==> src/rtl/layer_scheduler.sv <==
// layer_scheduler: fixed-priority sharing of one sprite-memory read port among
// NUM_LAYERS drawing layers, plus the once-per-frame vertical-blank config window.
// Latency: 1 cycle from sampled request to mem_addr/grant_valid; all outputs registered.
// Backpressure: none on the pixel path; the config writer is gated by cfg_req/cfg_ack
// and force-closed (cfg_abort) one line before the next frame.
//
// Ports:
//   clk, reset            pixel clock, synchronous active-high reset
//   pixel_x, pixel_y      current raster position from the sync generator
//   req_en, req_addr      per-layer request and address (layer i at [i*ADDR_W +: ADDR_W])
//   mem_addr, grant_valid, grant_id   registered arbitration result
//   cfg_req, cfg_ack, cfg_done, cfg_abort   config-window handshake
//   frame_start           pulse the cycle after (0,0) is sampled
//   collision             per-layer overlap flags of the previous frame
//
// Optional feature macro: LAYER_COLLISION_EN (collision accumulator; otherwise collision=0).

module layer_scheduler #(
  parameter int NUM_LAYERS = 4,
  parameter int ADDR_W     = 10,
  parameter int H_ACTIVE   = 800,
  parameter int V_ACTIVE   = 600,
  parameter int V_TOTAL    = 628
) (
  input  logic                         clk,
  input  logic                         reset,
  input  logic [10:0]                  pixel_x,
  input  logic [9:0]                   pixel_y,
  input  logic [NUM_LAYERS-1:0]        req_en,
  input  logic [NUM_LAYERS*ADDR_W-1:0] req_addr,
  output logic [ADDR_W-1:0]            mem_addr,
  output logic                         grant_valid,
  output logic [2:0]                   grant_id,
  input  logic                         cfg_req,
  output logic                         cfg_ack,
  input  logic                         cfg_done,
  output logic                         cfg_abort,
  output logic                         frame_start,
  output logic [NUM_LAYERS-1:0]        collision
);

  localparam logic [10:0] H_ACT  = 11'(H_ACTIVE);
  localparam logic [9:0]  V_ACT  = 10'(V_ACTIVE);
  localparam logic [9:0]  V_LAST = 10'(V_TOTAL - 1);

  typedef enum logic [1:0] {ST_ACTIVE, ST_VBLANK, ST_GRANT, ST_LOCKED} state_t;

  state_t state, state_nxt;
  logic   ack_nxt, abort_nxt, enter_blank;

  logic line_active, pix_active, at_origin, force_close;
  // Previous sample was on a visible line; makes VBLANK entry edge-triggered so a
  // reset taken inside blanking waits for the next real transition into blanking.
  logic prev_line_active;

  assign line_active = (pixel_y < V_ACT);
  assign pix_active  = line_active && (pixel_x < H_ACT);
  assign at_origin   = (pixel_x == 11'd0) && (pixel_y == 10'd0);
  assign force_close = (pixel_y == V_LAST) && (pixel_x == 11'd0);

  // Lowest requesting index wins: scan downward so the lowest set bit is written last.
  logic              win_found;
  logic [2:0]        win_id;
  logic [ADDR_W-1:0] win_addr;

  always_comb begin
    win_found = 1'b0;
    win_id    = 3'd0;
    win_addr  = '0;
    for (int i = NUM_LAYERS - 1; i >= 0; i--) begin
      if (req_en[i]) begin
        win_found = 1'b1;
        win_id    = 3'(i);
        win_addr  = req_addr[i*ADDR_W +: ADDR_W];
      end
    end
  end

  always_comb begin
    state_nxt   = state;
    ack_nxt     = cfg_ack;
    abort_nxt   = 1'b0;
    enter_blank = 1'b0;
    case (state)
      ST_ACTIVE: begin
        if (!line_active && prev_line_active) begin
          state_nxt   = ST_VBLANK;
          enter_blank = 1'b1;
        end
      end
      ST_VBLANK: begin
        // Origin wins over a late request; no grant on the closing line, since
        // the forced close at its x=0 would otherwise be missed.
        if (at_origin) begin
          state_nxt = ST_ACTIVE;
        end else if (cfg_req && (pixel_y < V_LAST)) begin
          state_nxt = ST_GRANT;
          ack_nxt   = 1'b1;
        end
      end
      ST_GRANT: begin
        // cfg_done on the forced-close cycle counts as a clean finish.
        if (cfg_done) begin
          state_nxt = ST_LOCKED;
          ack_nxt   = 1'b0;
        end else if (force_close) begin
          state_nxt = ST_LOCKED;
          ack_nxt   = 1'b0;
          abort_nxt = 1'b1;
        end
      end
      ST_LOCKED: begin
        if (at_origin) state_nxt = ST_ACTIVE;
      end
      default: begin
        state_nxt = ST_ACTIVE;
        ack_nxt   = 1'b0;
      end
    endcase
  end

  always_ff @(posedge clk) begin
    if (reset) begin
      state            <= ST_ACTIVE;
      cfg_ack          <= 1'b0;
      cfg_abort        <= 1'b0;
      frame_start      <= 1'b0;
      prev_line_active <= 1'b0;
      mem_addr         <= '0;
      grant_valid      <= 1'b0;
      grant_id         <= 3'd0;
    end else begin
      state            <= state_nxt;
      cfg_ack          <= ack_nxt;
      cfg_abort        <= abort_nxt;
      frame_start      <= at_origin;
      prev_line_active <= line_active;
      grant_valid      <= pix_active && win_found;
      if (pix_active && win_found) begin
        mem_addr <= win_addr;
        grant_id <= win_id;
      end
    end
  end

`ifdef LAYER_COLLISION_EN
  logic [NUM_LAYERS-1:0] coll_acc, coll_q;
  logic                  multi_req;

  assign multi_req = ($countones(req_en) >= 2);

  always_ff @(posedge clk) begin
    if (reset) begin
      coll_acc <= '0;
      coll_q   <= '0;
    end else if (enter_blank) begin
      // Snapshot is held for the whole blanking window for the writer to read.
      coll_q   <= coll_acc;
      coll_acc <= '0;
    end else if (pix_active && multi_req) begin
      coll_acc <= coll_acc | req_en;
    end
  end

  assign collision = coll_q;
`else
  assign collision = '0;
`endif

endmodule

==> config.mk <==
export PLATFORM = sky130hd
export DESIGN_NAME = layer_scheduler
export DESIGN_NICKNAME = d
export VERILOG_FILES = /design/src/rtl/layer_scheduler.sv
export SDC_FILE = /design/constraint.sdc
export NUM_CORES = 1
export LEC_CHECK = 0
export BUFFER_PORTS_ARGS = -buffer_cell sky130_fd_sc_hd__buf_2
export CAP_MARGIN = 5
export CORE_ASPECT_RATIO = 0.8
export CORE_MARGIN = 1
export CORE_UTILIZATION = 36
export CTS_CLUSTER_DIAMETER = 50
export CTS_CLUSTER_SIZE = 28
export DETAILED_ROUTE_END_ITERATION = 16
export PLACE_DENSITY = 0.81
export SKIP_LAST_GASP = 1
export SYNTH_ARGS = -nofsm -noshare
export SYNTH_HDL_FRONTEND = slang
export SYNTH_SLANG_ARGS = --single-unit
==> constraint.sdc <==
create_clock -name clk -period 1.3 [get_ports clk]
set_clock_uncertainty 0.15 [all_clocks]
set_input_delay 0.065 -clock clk [delete_from_list [all_inputs] [get_ports clk]]
set_output_delay 0.065 -clock clk [all_outputs]
set_load 0.005 [all_outputs]
* Word-level counts from Yosys, hierarchy flattened
Index checks and enable logic that the tools add are counted.
** Storage, ports and cells
- Bits in registers :: 20
- Bits in latches :: 0
- RAM bits :: 0
- ROM bits :: 0
- Input bits :: 69
- Output and inout bits :: 21
- Logic and storage cells :: 61
- Memories kept :: 0
** Cells by class
- Add/subtract/negate cells :: 0
- $mul :: 0
- Div/mod/pow operators :: 0
- Magnitude comparators :: 3
- Eq/ne operators :: 10
- Shift-type cells :: 0
- Muxes and demuxes :: 25
- Bitwise operators :: 1
- Reduce and logical (&&, ||, !) cells :: 14
** Operator list (count)
- $mux 10 :: 4
- $lt 10x10->1 const B :: 2
- $mux 2 :: 7
- $logic_not 11->1 :: 1
- $lt 11x10->1 const B :: 1
- $eq 10x10->1 const B :: 1
- $logic_not 10->1 :: 1
- $mux 1 :: 9
- $mux 3 :: 3
- $ne 2x2->1 const B :: 4
- $pmux 2 s4 :: 1
- $reduce_and 4->1 :: 2
- $logic_and 1x1->1 :: 6
- $ne 3x3->1 const B :: 2
- $eq 2x2->1 const B :: 2
- $reduce_or 3->1 :: 1
- $eq 2x1->1 const B :: 1
- $logic_not 2->1 :: 1
- $pmux 1 s2 :: 1
- $reduce_bool 2->1 :: 1
- $logic_not 1->1 :: 1
- $not 1->1 :: 1

* Longest topological paths before layout
- Word-level depth :: 5
- Depth in mapped cells :: 6
- Gate-level depth less buffers :: 5

* Least setup slack after synthesis
No wires, ideal clock.
- Path type :: input port to flip-flop
- Start :: input pixel_y[7]
- End :: register state[0]
- Setup time :: 103 ps
- Arrival time :: 1120 ps
- Data required time :: 1047 ps
- Setup slack :: -73 ps
- Cell stages on the path :: 4
- Buffers on the path :: 0
- Path through :: or2_2 > a2111oi_4 > o31ai_1 > a2111oi_2
** Between the ends
- Longest elaborated chain between the ends :: 5
- Elaborated cells on any way between the ends :: 16
- Classes of those cells :: 2 x order compare; 5 x eq/ne; 2 x mux; 7 x reduce/logical
** RTL lines
- from (decl) :: RTL line 28 : input logic [9:0] pixel_y,
- $lt 10x10->1 :: RTL line 56 : assign line_active = (pixel_y < V_ACT);
- $logic_not 1->1 :: RTL line 86 : if (!line_active && prev_line_active) begin
- $logic_and 1x1->1 :: RTL line 86
- $ne 2x2->1 (no line)
- $reduce_and 4->1 (no line)
- to (signal assigned) :: RTL line 133 : state <= state_nxt;
- to (decl) :: RTL line 48 : state_t state, state_nxt;
Several ways; a longest one is shown, not always the timed one.
A chain may end at the register's enable or synchronous reset.

* Final worst setup path
- Start :: input pixel_y[7]
- End :: register mem_addr[8]
** Between the ends
- Longest elaborated chain between the ends :: 3
** RTL lines
- $lt 10x10->1 :: RTL line 56
- $logic_and 1x1->1 :: RTL line 57 : assign pix_active = line_active && (pixel_x < H_ACT);
- $logic_and 1x1->1 :: RTL line 139 : if (pix_active && win_found) begin
- to (signal assigned) :: RTL line 140 : mem_addr <= win_addr;
- to (decl) :: RTL line 31 : output logic [ADDR_W-1:0] mem_addr,
No other way between the ends.

==> impl_metrics.toml <==
[run_status]
status = "finished clean"

[power]
pwr-share-comb_pct = 33.4
pwr-share-clk_pct = 26.1
switchingPower_mw = 0.4564
seq_power_share_pct = 40.5
swShare_pct = 29.00
ir_drop_v = 0.0006514
p_leak_nw = 0.9311
total_power_mw = 1.574
internal-power_mw = 1.118
p_per_area_nw_per_um2 = 770.4

[drt]
drt_first_pass_iters = 4
drt_wl_total_um = 3828
drc = 0
first_iter_violations = 32
via_per_inst = 5.013
drt.antenna.violating_nets = 0
vias = 1489
wl_per_cell_um = 12.89

[worst_setup_path]
rrSetupSlack_ps = 150
critical_path_class = "in -> reg"
worstPathArrival_ps = 1300
startpoint = "pixel_y[7]"
cp.required_ps = 1320
end_kind = "flop"
start_kind = "input port"
crit_fanout = 5

[cts]
clk_pin_slew_ps = 70
cts_tree = "done"
cts_max_level = 1
cts.sink_count = 19
insertion_delay_ps = 250
cts_buffers = 3
clock_path_buffers = 2
cts-root-buf = "clkbuf_8"

[finish]
drive_gt1_share_pct = 54.47
insertedDiodeCount = 0
finalInstanceArea_sq_um = 2043
area_growth_pct = 68.35
nNetsFinal = 327
fill_cells = 269
final_core_util_pct = 64.80
stdcell_count = 297

[timing]
hold_viol = 0
min_period_ps = 1284
post-route-period-util_pct = 98.80
max_freq_mhz = 778.6
setup_viol = 0
report.final.slew_viol_count = 0
rsz0062_at_grt = "true"
setup_slack_ps = 15.61

[global_routing]
grt_pass1_wl_um = 5161
grt_start_max_net_pins = 23
grt_usage_pct = 19.49
antenna_found_initial = 0
grt_pass1_vias = 1242
overflow = 0

[flow_run]
maxCapViolCount = 0

[place]
placed_cells = 284
dp_hpwl_um = 2761
place_area_sq_um = 1834
gp_congestion = 0.7118
post-place-ws_ps = -262.0
io_buffers = 84

[synth]
yosysWarningCount = 0
synth_area_sq_um = 1214
yosys_register_bits = 19
netlist_instances = 148
yosysUniqueCellTypes = 32
syn-mean-instance-area_sq_um = 8.200
yosys-top-cells-area = "dfxtp_1 31%, a211oi_2 9.3%, a221oi_1 6.5%, nor2_1 6.5%, nor3_1 6.2%"
synth_seq_area_share_pct = 31.34
yosysTopAreaCell = "dfxtp_1"
synth.top_cell.area_share_pct = 31.34

[floorplan]
io_pins = 90
start_util_pct = 38.49
die_h_um = 53.94
placementRows = 18
die_area_sq_um = 3609
core_area_sq_um = 3153
die_w_um = 66.92

[worst_hold_path]
hp-start = "req_addr[3]"
hold_class = "in -> reg"
## logic make-up after synthesis
| family | share of synthesized area (%) |
|---|---|
| compound gates | 32.06 |
| buf+inv | 8.453 |
| other cells | 0.3090 |
| simple gates | 26.19 |
| mux | 1.650 |
| flops | 31.34 |
## synth_stat cells
master	count
a311oi_1	1
conb_1	1
and4_1	1
a221oi_1	9
dfxtp_1	19
nor4_1	4
o31ai_1	1
clkbuf_1	7
mux2i_1	2
buf_4	6
nand4_1	1
buf_6	1
nor3b_1	1
a2111oi_4	2
a21oi_2	1
o21ai_0	2
o21ai_2	2
or2_2	1
a211oi_1	1
a211oi_2	9
inv_1	4
nand2_1	8
buf_2	1
o22ai_1	1
nand3_1	1
nor3_1	15
nand2_2	1
nor2_1	21
a2111oi_2	1
nor2b_1	11
a31oi_1	1
a21oi_1	11
## power groups by stage
stage	Combinational (mW)	Sequential [mW]	Clock (mW)
floorplan	0.229	0.652	0
global placement	0.451	0.649	0
detailed placement	0.461	0.650	0
CTS	0.468	0.637	0.418
global route	0.571	0.641	0.446
finish	0.525	0.638	0.411
## cells in the final DEF (no fill, tap or decap), types with 2 or more instances in the layout
master / instances
a211oi_2: 9
o21ai_0: 2
conb_1: 5
dfxtp_1: 19
nor3_2: 2
buf_6: 2
nor3_1: 12
buf_2: 84
nor2_1: 21
nor2b_1: 10
clkbuf_8: 3
buf_4: 23
mux2i_1: 2
a221oi_1: 9
clkbuf_16: 2
inv_1: 4
buf_12: 3
nor4_1: 3
dlygate4sd3_1: 2
o21ai_4: 2
a21oi_1: 11
a2111oi_4: 2
nand2_1: 8
## sequential cells by signal, indices dropped and copies added, names as in the netlist, named ones only
register and flops:
grant_id 2, prev_line_active 1, state 1, grant_valid 1
cfg_ack 1, frame_start 1, cfg_abort 1, mem_addr 10
## path summary, 6_finish.rpt
| path | depth (start not counted) | to |
|---|---|---|
| hold / removal | 3 | mem_addr[3] |
| setup reg to reg | 2 | state[0] |
| hold reg to reg | 2 | grant_id[0] |
| setup / recovery | 8 | mem_addr[8] |
## worst max-delay path, stage by stage
cell	delay, ps
buf_2	120
o21ai_4	180
o21ai_4	90
a2111oi_4	280
buf_6	190
buf_12	120
nor2_1	40
a311oi_1	220
## cell type report
type	count	area (sq um)	area share [%]
multi-input cells	114	807.0	39.50
repair buffers	116	745.7	36.50
flip-flops and latches	19	380.4	18.62
well taps	40	50.05	2.449
clock buffers	4	45.04	2.205
inverters	4	15.01	0.7348
## routing by layer
layer / vias to the layer above / GRT usage [%] / routed length [um]
met2: 70 / 40.57 / 1926
met5: - / 0 / 0
li1: 756 / - / -
met4: 0 / 2.128 / 4
met3: 2 / 6.356 / 311
met1: 661 / 19.26 / 1586
## timing repair
item,CTS,global route
setup endpoints to repair,1,15
cloned,0,3
hold buffers,2,0
setup buffers,0,4
pin swaps,0,4
endpoints found under the hold margin,2,0
gates resized for setup,1,9
## through the flow
stage	hold WS, ps	TNS [ps]
2_1_floorplan	-6.490	-322.2
3_3_place_gp	118.8	-2804
3_5_place_dp	122.4	-3349
4_1_cts	40.42	0
5_1_grt	54.35	-236.9
6_report	44.76	0
(Power assumes the default switching activity.)
